===== src/rtl/sysid_reader.sv =====
// Avalon-MM read master: fetches system ID (word 0) and build timestamp (word 1) and checks both.
// Define SYSID_READER_TIMEOUT_EN to compile in the per-read timeout, retry and BACKOFF logic.
module sysid_reader #(
   parameter logic [31:0] EXPECTED_ID    = 32'd0,
   parameter logic [31:0] EXPECTED_TS    = 32'd1385403304,
   parameter int          TIMEOUT_CYCLES = 255,
   parameter int          MAX_RETRIES    = 3
) (
   input  logic        clock,
   input  logic        reset_n,
   input  logic        start,
   output logic        avm_address,
   output logic        avm_read,
   input  logic [31:0] avm_readdata,
   input  logic        avm_waitrequest,
   output logic        busy,
   output logic        done,
   output logic        id_match,
   output logic        ts_match,
   output logic        timeout_err,
   output logic [31:0] id_value,
   output logic [31:0] ts_value
);

   if (TIMEOUT_CYCLES < 1 || TIMEOUT_CYCLES > 255 || MAX_RETRIES < 0 || MAX_RETRIES > 7) begin : g_bad_cfg
      $error("sysid_reader: TIMEOUT_CYCLES must be 1..255, MAX_RETRIES 0..7");
   end

   typedef enum logic [2:0] {
      IDLE,
      RD_ID,
      RD_TS,
`ifdef SYSID_READER_TIMEOUT_EN
      BACKOFF,
`endif
      FINISH
   } state_t;

   state_t state, state_nx;
   logic   cap_id, cap_ts;
   logic   id_got;   // word 0 captured during the current run

`ifdef SYSID_READER_TIMEOUT_EN
   logic [7:0] wait_cnt;
   logic [2:0] retry_cnt;
   logic       ret_ts;
   logic       retry, give_up;
`endif

   // Outputs decode straight from state so avm_read drops asynchronously with reset.
   assign avm_read    = (state == RD_ID) || (state == RD_TS);
   assign avm_address = (state == RD_TS);
   assign busy        = (state != IDLE);
   assign done        = (state == FINISH);

   always_comb begin
      state_nx = state;
      cap_id   = 1'b0;
      cap_ts   = 1'b0;
`ifdef SYSID_READER_TIMEOUT_EN
      retry    = 1'b0;
      give_up  = 1'b0;
`endif
      case (state)
         IDLE: if (start) state_nx = RD_ID;
         RD_ID, RD_TS: begin
            if (!avm_waitrequest) begin
               cap_id   = (state == RD_ID);
               cap_ts   = (state == RD_TS);
               state_nx = (state == RD_ID) ? RD_TS : FINISH;
            end
`ifdef SYSID_READER_TIMEOUT_EN
            else if (wait_cnt == 8'(TIMEOUT_CYCLES - 1)) begin
               if (retry_cnt < 3'(MAX_RETRIES)) begin
                  retry    = 1'b1;
                  state_nx = BACKOFF;
               end else begin
                  give_up  = 1'b1;
                  state_nx = FINISH;
               end
            end
`endif
         end
`ifdef SYSID_READER_TIMEOUT_EN
         BACKOFF: state_nx = ret_ts ? RD_TS : RD_ID;
`endif
         FINISH:  state_nx = IDLE;
         default: state_nx = IDLE;
      endcase
   end

   always_ff @(posedge clock or negedge reset_n) begin
      if (!reset_n) begin
         state    <= IDLE;
         id_value <= '0;
         ts_value <= '0;
         id_match <= 1'b0;
         ts_match <= 1'b0;
         id_got   <= 1'b0;
      end else begin
         state <= state_nx;
         if (state == IDLE && start) begin
            id_match <= 1'b0;
            ts_match <= 1'b0;
            id_got   <= 1'b0;
         end
         if (cap_id) begin
            id_value <= avm_readdata;
            id_got   <= 1'b1;
         end
         // Timestamp is compared from the bus, it lands in ts_value on the same edge.
         if (cap_ts) begin
            ts_value <= avm_readdata;
            id_match <= id_got && (id_value == EXPECTED_ID);
            ts_match <= (avm_readdata == EXPECTED_TS);
         end
`ifdef SYSID_READER_TIMEOUT_EN
         if (give_up) id_match <= id_got && (id_value == EXPECTED_ID);
`endif
      end
   end

`ifdef SYSID_READER_TIMEOUT_EN
   always_ff @(posedge clock or negedge reset_n) begin
      if (!reset_n) begin
         wait_cnt    <= '0;
         retry_cnt   <= '0;
         ret_ts      <= 1'b0;
         timeout_err <= 1'b0;
      end else if (state == IDLE && start) begin
         wait_cnt    <= '0;
         retry_cnt   <= '0;
         timeout_err <= 1'b0;
      end else if (cap_id) begin
         wait_cnt  <= '0;
         retry_cnt <= '0;
      end else if (retry) begin
         retry_cnt <= retry_cnt + 3'd1;
         wait_cnt  <= '0;
         ret_ts    <= (state == RD_TS);
      end else if (give_up) begin
         timeout_err <= 1'b1;
      end else if (avm_read && avm_waitrequest) begin
         wait_cnt <= wait_cnt + 8'd1;
      end
   end
`else
   assign timeout_err = 1'b0;
`endif

endmodule


===== config.mk =====
export PLATFORM = sky130hd
export DESIGN_NAME = sysid_reader
export DESIGN_NICKNAME = d
export VERILOG_FILES = /design/src/rtl/sysid_reader.sv
export SDC_FILE = /design/constraint.sdc
export NUM_CORES = 1
export LEC_CHECK = 0
export ABC_AREA = 1
export CAP_MARGIN = 15
export CORE_MARGIN = 2
export CORE_UTILIZATION = 48
export CTS_CLUSTER_DIAMETER = 100
export DETAILED_ROUTE_END_ITERATION = 16
export GPL_ROUTABILITY_DRIVEN = 1
export GPL_TIMING_DRIVEN = 0
export PLACE_DENSITY = 0.88
export SLEW_MARGIN = 20
export SYNTH_ARGS = -nofsm -noshare
export SYNTH_HDL_FRONTEND = slang
export SYNTH_SLANG_ARGS = --single-unit

===== constraint.sdc =====
create_clock -name clock -period 3.6 [get_ports clock]
set_input_delay 0.54 -clock clock [delete_from_list [all_inputs] [get_ports clock]]
set_output_delay 0.54 -clock clock [all_outputs]
set_load 0.02 [all_outputs]

### Word-level counts from Yosys, hierarchy flattened

Cells that the tools add are included.

* register bits after elaboration: 70
* bits in latches: 0
* RAM bits: 0
* bits in read-only memories: 0
* output and inout port bits: 71
* word-level logic and storage cells: 34
* memories: 0

* add/subtract/negate cells: 0
* multipliers: 0
* divide/modulo/power cells: 0
* magnitude comparators: 0
* equal/unequal tests: 6
* shifts and indexed selects: 0
* muxes and demuxes: 12
* bitwise logic cells: 0
* reductions and logical operators: 10

Operators with widths (count)
* equality test 32 x 31 -> 1 bit, second input constant: 1
* logical NOT 32 bit: 1
* two-way mux 1 bit: 9
* equality test 3 x 2 -> 1 bit, second input constant: 2
* two-way mux 3 bit: 2
* case mux 3 bit (2 select lines): 1
* != test 2 bit, second input constant: 2
* nonzero test 2 bit: 2
* equality test 3 x 1 -> 1 bit, second input constant: 1
* logical NOT 3 bit: 1
* nonzero test 3 bit: 1
* logical AND 1 bit: 2
* AND reduction 2 bit: 1
* OR reduction 2 bit: 1
* logical OR 1 bit: 1

### Logic depth before layout (Yosys ltp)

Gate-level depths: netlist of the first run.

* depth in word-level cells: 4
* gate-level depth with buffers: 9

### Worst setup path before layout of the first run

No wires, ideal clock.

* kind: reg2reg
* start point: register state[0]
* end point: register id_value[27]
* data arrival time: 1.402 ns
* required time: 3.469 ns
* slack: 2.067 ns
* stages on the path, launching flop included: 8
* buffers on the path: 2
* clock period less this slack: 1.533 ns
* cell sequence: dfrtp_1 -> inv_1 -> ha_1 -> nand3_2 -> clkbuf_8 -> buf_6 -> nand2_1 -> o21ai_0

* word-level cells in the longest chain between the ends: 3
* elaborated cells on any way between the ends: 5
* those cells by class: 2 x eq/ne; 2 x mux; 1 x reduce/logical

Ends and longest elaborated chain
* from (decl): line 39 `state_t state, state_nx;`
* from (signal assigned): line 101 `state <= state_nx;`
* equality test 3 x 1 -> 1 bit or equality test 3 x 2 -> 1 bit (tied branches): line 64, 68
* two-way mux 1 bit or OR reduction 2 bit (tied branches): line 67, 64
* two-way mux 1 bit (*): line 64 `case (state)`
* to (signal assigned): line 108 `id_value <= avm_readdata;`
* to (decl): line 21 `output logic [31:0] id_value,`

Every way passes the cells marked *; elsewhere a longest branch is shown, timed or not.
A chain may end at the register's enable or synchronous reset.

### Worst setup path after layout of the first run

* start point: register state[0]
* end point: output port avm_read

* word-level cells in the longest chain between the ends: 2
* elaborated cells on any way between the ends: 3
* those cells by class: 2 x eq/ne; 1 x reduce/logical

Ends and longest elaborated chain
* equality test 3 x 1 -> 1 bit or equality test 3 x 2 -> 1 bit (tied branches): line 51 `assign avm_read = (state == RD_ID) || (state == RD_TS);`
* logical OR 1 bit (*): line 51
* to (decl): line 13 `output logic avm_read,`

Marks and branches as above.

==> impl_metrics.tcl, run 1 <==
set metrics [dict create \
    worst_hold_path_type "input port to asynchronous set/reset pin" \
    postSynthAreaPerCell_sq_um 8.95 \
    synth_area_sq_mm 0.00295 \
    synth_seq_cells 69 \
    global_route.usage.total_pct 23.6 \
    worstPathArrival_ns 1.80 \
    final.period_utilization_pct 64.9 \
    syn-num-nets 372 \
    p_leak_uw 0.00207 \
    final_cell_mix "104 x sky130_fd_sc_hd__clkdlybuf4s50_1, 83 x sky130_fd_sc_hd__nand2_1, 69 x sky130_fd_sc_hd__dfrtp_1" \
    clk_transition_reported_paths_ns 0.07 \
    cts_tree "yes" \
    fin_hold_ws_ns 0.149 \
    ctsRootBufferMaster "sky130_fd_sc_hd__clkbuf_8" \
    vias_in_the_first_global_route 2616 \
    num_io_pins 107 \
    ff_latch_area_sq_mm 0.00173 \
    finClkSkew_ns 0.00543 \
    avgViaCountPerCell 5.06 \
    final.setup.tns_ns 0 \
    grt-ovfl-total 0 \
    drive_above_1_share_pct 7.78 \
    rsz0062_at_grt "no" \
    drc_errors 0 \
    m1WireLength_um 3160 \
    yosys.cell_types.count 24 \
    synth_area_leaders "sky130_fd_sc_hd__dfrtp_1 58%, sky130_fd_sc_hd__nand2_1 11%, sky130_fd_sc_hd__o21ai_0 9.8%, sky130_fd_sc_hd__inv_1 5.0%, sky130_fd_sc_hd__nor2_1 4.4%" \
    setup.worst_path.class "flip-flop to output pin" \
    powerDensity_mw_per_mm2 892 \
    instance_count_of_the_mapped_netlist 330 \
    clk-insertion-delay-late_ns 0.33 \
    ant_cells 0 \
    hpwlAfterDp_um 5770 \
    flow.area_growth_from_synthesis_pct 45.6 \
    synth_largest_type_area_fraction_pct 58.5 \
    die_height_um 82.4 \
    hold_buffer_count_at_cts 0 \
    final.fill_count 435 \
    ir_drop_v 0.000417 \
    final_setup_fails 0 \
    slew_violations 0 \
    met2_routed_wl_um 3790 \
    cts_num_sinks 69 \
    clk_path_buf_depth 2 \
    detailroute.via_count 2655 \
    data_required_critical_path_ns 3.06 \
    multi_input_comb_area_sq_um 945 \
    wire_per_inst_um 14.5 \
    met3_wirelength_um 557 \
    cts_resized 0 \
    cts_made_buffers 9 \
    hold_violations 0 \
    layout_commonest_cell "sky130_fd_sc_hd__clkdlybuf4s50_1" \
    start_util_pct 49.9 \
    fp.coreArea_sq_mm 0.00592 \
    outcome "finished, final reports clean" \
    gpl.final_weighted_congestion 0.756 \
    post-place-ws_ns 1.61 \
    synth-seq-area-share_pct 58.5 \
    start_kind "flip-flop" \
    top_layer "met4" \
    clock.fmax_mhz 428 \
    post-route-min-period_ns 2.34 \
    ant_nets 0 \
    top_cell_type_by_total_area_after_synthesis "sky130_fd_sc_hd__dfrtp_1" \
    max_cap_violations 0 \
    first_pass_grt_wire_length_um 11900 \
    cts.repair_timing.setup_buffer_count 0 \
    die_area_sq_mm 0.00679 \
    antenna_violations_before_repair 0 \
    drt_iter0_markers 143 \
    firstDrtPassIters 4 \
    die_w_um 82.4 \
    postLayoutSetupSlackWorst_ns 1.26 \
    grt_max_degree 38 \
    port_buffers 105 \
    yosys_warnings 0 \
    critical_path.max_fanout 5 \
    critical_path.endpoint_type "output pin" \
    row_count 28 \
    num-nets-final 489 \
    totalWireLength_um 7620 \
    ctsHtreeMaxLevel 3 \
]
-- metal layers --
layer	vias to the layer above	GRT usage, %
met3	15	5.33
met5	-	0
met2	99	39.8
li1	1262	-
met1	1279	29.5
met4	0	9.50
-- cells in the mapped netlist, drive strengths merged --
library cell and n:
clkbuf 4, nand2 84, conb 1, ha 6, nor2 36, nand3 6, inv 40, o21ai 63
and2 1, nand4 4, or2 1, o21bai 1, a21oi 3, buf 11, dfrtp 69
-- cell type report --
| cell class | count | share of cell area, % |
|---|---|---|
| plain buffers | 15 | 3.06 |
| clock inverters | 1 | 0.116 |
| well taps | 75 | 2.18 |
| inverters | 40 | 3.49 |
| flip-flops and latches | 69 | 40.2 |
| clock buffers | 13 | 4.16 |
| repair buffers | 106 | 24.9 |
| multi-input cells | 206 | 22.0 |
-- flip-flops by register name, summed over array words and instances (netlist names) --
register / cells
id_value: 32
ts_value: 32
state: 2
id_got: 1
id_match: 1
ts_match: 1
-- where the power goes --
group	total [uW]	switching (uW)	internal, uW	leakage (uW)
Clock	575	258	317	0.0000974
Combinational	1910	1020	885	0.00111
Sequential	1350	235	1120	0.000868
Total	3830	1520	2320	0.00207
-- worst max-delay path, stage by stage, from the launching register on --
cell                              delay, ns
sky130_fd_sc_hd__dfrtp_1               0.42
sky130_fd_sc_hd__inv_1                 0.10
sky130_fd_sc_hd__ha_1                  0.34
sky130_fd_sc_hd__clkdlybuf4s50_1       0.62
-- worst paths after layout --
path | startpoint | endpoint | slack [ns] | cells after the start
worst max-delay path | state[0] | avm_read | 1.26 | 3
worst min-delay path | reset_n | id_value[18] | 0.15 | 1
worst max register to register | state[0] | id_value[27] | 2.00 | 5
worst min register to register | ts_value[30] | ts_value[30] | 0.49 | 2
max in group asynchronous | reset_n | id_value[5] | 2.91 | 2
min in group clock | ts_value[30] | ts_value[30] | 0.49 | 2
-- cells by family after synthesis --
group	after synthesis	synth area share, %
simple gates	132	17.9
flops	69	58.5
compound gates	67	11.4
buf+inv	55	9.53
fa+ha+maj	6	2.54
other cells	1	0.127
-- metrics by stage --
step	total power (uW)	utilization, %	area [sq um]	instances
floorplan	2320	-	2950	330
global placement	3200	69.2	4100	510
detailed placement	3280	69.5	4120	511
CTS	3860	72.6	4300	525
global route	4090	72.6	4300	525
finish	3830	72.6	4300	525
Power figures use the tool's default switching activity.
==> inputs of run 2 (changes only) <==
--- a/config.mk
+++ b/config.mk
@@ -8,12 +8,12 @@
 export ABC_AREA = 1
 export CAP_MARGIN = 15
 export CORE_MARGIN = 2
-export CORE_UTILIZATION = 48
+export CORE_UTILIZATION = 44
 export CTS_CLUSTER_DIAMETER = 100
 export DETAILED_ROUTE_END_ITERATION = 16
 export GPL_ROUTABILITY_DRIVEN = 1
 export GPL_TIMING_DRIVEN = 0
-export PLACE_DENSITY = 0.88
+export PLACE_DENSITY = 0.82
 export SLEW_MARGIN = 20
 export SYNTH_ARGS = -nofsm -noshare
 export SYNTH_HDL_FRONTEND = slang
==> constraint.sdc (replaced) <==
create_clock -name clock -period 2.2 [get_ports clock]
set_input_delay 0.33 -clock clock [delete_from_list [all_inputs] [get_ports clock]]
set_output_delay 0.33 -clock clock [all_outputs]
set_load 0.02 [all_outputs]
==> run 2 against run 1 <==
Net effect:
- sequential share of layout area about the same
- critical path type unchanged
- design area about the same
- hold slack better by 0.34 ns
==> impl_metrics.tcl, run 2 (synthesis gave the netlist of run 1 again) <==
set metrics [dict create \
    timing.critical_path.slowest_cell_delay_ns 0.60 \
    grt_max_degree 36 \
    hpwlAfterDp_um 5710 \
    grt-ovfl-total 0 \
    outcome "finished, final reports clean" \
    hold_violations 0 \
    path_delay_family "buffers and inverters" \
    worst_path_most_repeated_cell "sky130_fd_sc_hd__inv_1" \
    die_height_um 85.9 \
    clock.fmax_mhz 486 \
    port_buffers 105 \
    first_pass_grt_wire_length_um 12500 \
    drc_errors 0 \
    worst-path-stages 4 \
    ant_cells 0 \
    p_leak_uw 0.00207 \
    start_util_pct 46.0 \
    firstDrtPassIters 4 \
    post-route-min-period_ns 2.06 \
    final_cell_mix "103 x sky130_fd_sc_hd__clkdlybuf4s50_1, 83 x sky130_fd_sc_hd__nand2_1, 68 x sky130_fd_sc_hd__dfrtp_1" \
    critical_path.max_fanout 5 \
    drt_iter0_markers 105 \
    vias_in_the_first_global_route 2604 \
    worstPathArrival_ns 1.73 \
    ant_nets 0 \
    cell_internal_pwr_uw 3730 \
    die_w_um 85.9 \
    totalPowerFinal_uw 6220 \
    avgViaCountPerCell 4.90 \
    drive_above_1_share_pct 7.54 \
    ir_drop_v 0.000845 \
    clock_power_share_pct 14.4 \
    num-nets-final 490 \
    setup.worst_path.class "flip-flop to output pin" \
    cts_tree "yes" \
    global_route.usage.total_pct 21.7 \
    postLayoutCellArea_sq_mm 0.00430 \
    finClkSkew_ns 0.00749 \
    critPathLaunch "state[1]" \
    start_kind "flip-flop" \
    worst_hold_path_type "input port to asynchronous set/reset pin" \
    clk_transition_reported_paths_ns 0.07 \
    final.fill_count 515 \
    p_sw_share_pct 40.0 \
    ctsHtreeMaxLevel 3 \
    totalWireLength_um 7720 \
    fp.coreArea_sq_mm 0.00642 \
    flow.area_growth_from_synthesis_pct 45.6 \
    data_required_critical_path_ns 1.87 \
    final.period_utilization_pct 93.6 \
    detailroute.via_count 2587 \
    fin_hold_ws_ns 0.488 \
    num_io_pins 107 \
    critical-path-slowest-cell "sky130_fd_sc_hd__clkdlybuf4s50_1" \
    r2r_cells 5 \
    die_area_sq_mm 0.00738 \
    powerDensity_mw_per_mm2 1450 \
    clk_path_buf_depth 2 \
    critical_path.endpoint_type "output pin" \
    share_seq_of_total_power_pct 35.7 \
    max_cap_violations 0 \
    worstPathCellList "inv_1 > ha_1 > inv_1 > clkdlybuf4s50_1" \
    layout_top_registers "id_value x32, ts_value x32, state x2" \
    antenna_violations_before_repair 0 \
    gpl.final_weighted_congestion 0.797 \
    r2r_start "state[1]" \
    final_setup_fails 0 \
    clk-insertion-delay-late_ns 0.33 \
    layout_commonest_cell "sky130_fd_sc_hd__clkdlybuf4s50_1" \
    worst-path-buf-inv 3 \
    cts_made_buffers 9 \
    ctsRootBufferMaster "sky130_fd_sc_hd__clkbuf_8" \
    row_count 29 \
    cts_num_sinks 69 \
    slew_violations 0 \
    wire_per_inst_um 14.6 \
    detailed_place.area_sq_mm 0.00412 \
    combinationalPowerShare_pct 49.8 \
    netSwitchingPower_uw 2490 \
    rsz0062_at_grt "no" \
]
[run 2: cell types whose count changed in the layout (fill, tap and decap cells not counted), sizes merged]
| cell | delta |
|---|---|
| clkinvlp | +1 |
| dlygate4sd3 | +1 |
| clkinv | -1 |
| clkdlybuf4s50 | -1 |
| dlymetal6s2s | +1 |
[run 2: worst paths after layout]
check,slack (ns),end
max,0.14,busy
max in group asynchronous,1.16,state[0]
min in group clock,0.49,ts_value[15]
min reg2reg,0.49,ts_value[15]
min,0.49,ts_value[18]
max reg2reg,0.63,id_value[0]
[run 2: power groups by stage]
| stage | combinational [uW] | sequential [uW] | clock (uW) |
|---|---|---|---|
| global placement | 3050 | 2200 | 0 |
| global route | 3370 | 2290 | 971 |
| finish | 3100 | 2220 | 896 |
| detailed placement | 3120 | 2230 | 0 |
| floorplan | 976 | 2810 | 0 |
| CTS | 3140 | 2220 | 919 |
[run 2: layout make-up]
type                    instances  area, sq um  share of cell area [%]
plain buffers                  15          131                    3.06
flip-flops and latches         69         1730                    40.2
inverters                      40          150                    3.49
well taps                      77         96.3                    2.24
multi-input cells             206          945                    22.0
clock inverters                 1         7.51                   0.175
repair buffers                107         1080                    25.2
clock buffers                  13          159                    3.70
[run 2: per-stage QoR]
step | setup TNS [ns] | utilization, % | cells | setup slack [ns]
global placement | -98.78 | 63.8 | 512 | -1.44
detailed placement | 0 | 64.1 | 513 | 0.391
CTS | 0 | 66.9 | 528 | 0.0133
global route | 0 | 66.9 | 528 | 0.0328
finish | 0 | 66.9 | 528 | 0.140
floorplan | 0 | - | 330 | 0.667
[run 2: metal layers]
metal / up-vias / part of all wire [%] / GRT usage [%] / wire, um
met4: 0 / 1.0 / 6.93 / 78
li1: 1262 / - / - / -
met1: 1228 / 46 / 29.1 / 3520
met3: 6 / 5.3 / 3.85 / 413
met2: 91 / 48 / 35.7 / 3710
met5: - / 0 / 0 / 0
[run 2: timing repair]
action | 4_1_cts | 5_1_grt
buffers inserted | 0 | 0
endpoints found under the hold margin | 34 | 0
setup endpoints to repair | 0 | 2
gates resized for setup | 0 | 2
hold buffers | 1 | 0
==> inputs of run 3 (changes only) <==
--- a/config.mk
+++ b/config.mk
@@ -14,7 +14,6 @@
 export GPL_ROUTABILITY_DRIVEN = 1
 export GPL_TIMING_DRIVEN = 0
 export PLACE_DENSITY = 0.82
-export SLEW_MARGIN = 20
 export SYNTH_ARGS = -nofsm -noshare
 export SYNTH_HDL_FRONTEND = slang
 export SYNTH_SLANG_ARGS = --single-unit
==> constraint.sdc (replaced) <==
create_clock -name clock -period 1.95 [get_ports clock]
set_input_delay 0.2925 -clock clock [delete_from_list [all_inputs] [get_ports clock]]
set_output_delay 0.2925 -clock clock [all_outputs]
set_load 0.02 [all_outputs]
==> run 3 against run 2 <==
Net effect:
- worst setup slack got worse by 0.021 ns
- first-iteration DRC count is 12% higher
- design area shrank 0.35%
- wire length decreased by 0.95%
- clock power is 22% higher
- die area unchanged
- sequential share of layout area is 0.11 points higher
- combinational power rose by 12%
- critical endpoint is now avm_read
==> impl_metrics.tcl, run 3 (synthesis gave the netlist of run 1 again) <==
set metrics [dict create \
    hold_violations 0 \
    rsz0062_at_grt "no" \
    worstPathCellList "inv_1 > ha_1 > clkdlybuf4s15_1" \
    critical_path.max_fanout 5 \
    totalWireLength_um 7650 \
    fin_hold_ws_ns 0.0621 \
    cts_resized 3 \
    ant_nets 0 \
    die_area_sq_mm 0.00738 \
    hpwlAfterDp_um 5570 \
    met3_wirelength_um 441 \
    ant_cells 0 \
    worst_hold_path_type "input port to asynchronous set/reset pin" \
    critical-path-slowest-cell "sky130_fd_sc_hd__dfrtp_1" \
    grt_max_degree 70 \
    detailed_place.area_sq_mm 0.00410 \
    slew_violations 0 \
    final.setup.tns_ns 0 \
    global_route.usage.total_pct 21.6 \
    multi_input_comb_area_sq_um 945 \
    final.period_utilization_pct 93.9 \
    drt_iter0_markers 118 \
    start_kind "flip-flop" \
    final_cell_mix "101 x sky130_fd_sc_hd__clkdlybuf4s50_1, 83 x sky130_fd_sc_hd__nand2_1, 69 x sky130_fd_sc_hd__dfrtp_1" \
    top_layer "met4" \
    antenna_violations_before_repair 0 \
    row_count 29 \
    post-place-cells 512 \
    gpl.final_weighted_congestion 0.797 \
    cts_num_sinks 69 \
    critical_path.endpoint_type "output pin" \
    final_cells 528 \
    cts_tree "yes" \
    worstPathArrival_ns 1.54 \
    drc_errors 0 \
    cts_made_buffers 9 \
    m1WireLength_um 3510 \
    grt-ovfl-total 0 \
    ir_drop_v 0.000899 \
    port_buffers 105 \
    layout_commonest_cell "sky130_fd_sc_hd__clkdlybuf4s50_1" \
    timing.critical_path.slowest_cell_delay_ns 0.43 \
    worst_slew_pin_slew_ns 0.870 \
    post-route-min-period_ns 1.83 \
    flow.area_growth_from_synthesis_pct 45.0 \
    ctsHtreeMaxLevel 3 \
    data_required_critical_path_ns 1.66 \
    powerDensity_mw_per_mm2 1650 \
    finClkSkew_ns 0.00528 \
    fp.coreArea_sq_mm 0.00642 \
    vias_in_the_first_global_route 2530 \
    clk-insertion-delay-late_ns 0.34 \
    slew_headroom_pct 42.0 \
    wire_per_inst_um 14.5 \
    first_pass_grt_wire_length_um 12300 \
    ff_latch_area_sq_mm 0.00173 \
    ctsRootBufferMaster "sky130_fd_sc_hd__clkbuf_8" \
    postLayoutCellArea_sq_mm 0.00428 \
    p_leak_uw 0.00207 \
    clk_transition_reported_paths_ns 0.07 \
    final_setup_fails 0 \
    setup.worst_path.class "flip-flop to output pin" \
    layout_top_registers "id_value x32, ts_value x32, state x2" \
    die_w_um 85.9 \
    final.fill_count 518 \
    clock.fmax_mhz 546 \
    met2_routed_wl_um 3560 \
    die_height_um 85.9 \
    cts.repair_timing.setup_buffer_count 0 \
    firstDrtPassIters 6 \
    detailroute.via_count 2575 \
    clk_path_buf_depth 2 \
    avgViaCountPerCell 4.88 \
    hold_buffer_count_at_cts 0 \
    num-nets-final 488 \
    outcome "finished, final reports clean" \
    drive_above_1_share_pct 7.76 \
    start_util_pct 46.0 \
    max_cap_violations 0 \
    num_io_pins 107 \
]
## run 3: cell type report
| type | count | share of cell area (%) |
|---|---|---|
| multi-input cells | 206 | 22.1 |
| repair buffers | 105 | 24.4 |
| flip-flops and latches | 69 | 40.3 |
| clock inverters | 3 | 0.438 |
| plain buffers | 15 | 3.07 |
| inverters | 40 | 3.51 |
| clock buffers | 13 | 3.94 |
| well taps | 77 | 2.25 |
## run 3: critical path, delay by kind of cell (launching register included)
family	cells	cell delay [ns]
buffers and inverters	2	0.43
flip-flops	1	0.43
adder cells (fa/ha/maj)	1	0.34
## run 3: path summary, 6_finish.rpt
path / start / endpoint / slack (ns) / cells after the start
max: state[0] / avm_read / 0.12 / 3
min: reset_n / ts_value[16] / 0.06 / 1
max reg2reg: state[0] / id_value[27] / 0.38 / 5
min reg2reg: ts_value[30] / ts_value[30] / 0.49 / 2
max in group asynchronous: reset_n / ts_value[31] / 1.31 / 1
min in group clock: ts_value[30] / ts_value[30] / 0.49 / 2
## run 3: per-stage QoR
step                      worst slack (ns)  util [%]  power [uW]
after floorplan                      0.417         -        4280
after global placement               -1.65      63.8        5930
after detailed placement             0.180      63.8        6030
after CTS                           0.0749      66.7        7110
after global routing                0.0112      66.7        7520
final                                0.119      66.7        7060
## run 3: power breakdown
part	total, uW	internal (uW)	switching [uW]
combinational	3470	1600	1870
clock	1090	565	530
sequential	2500	2060	440
## run 3: routing by layer
metal	vias up	track usage [%]
met5	-	0
met4	0	9.24
met3	11	4.33
met2	86	34.2
met1	1221	28.9
li1	1257	-
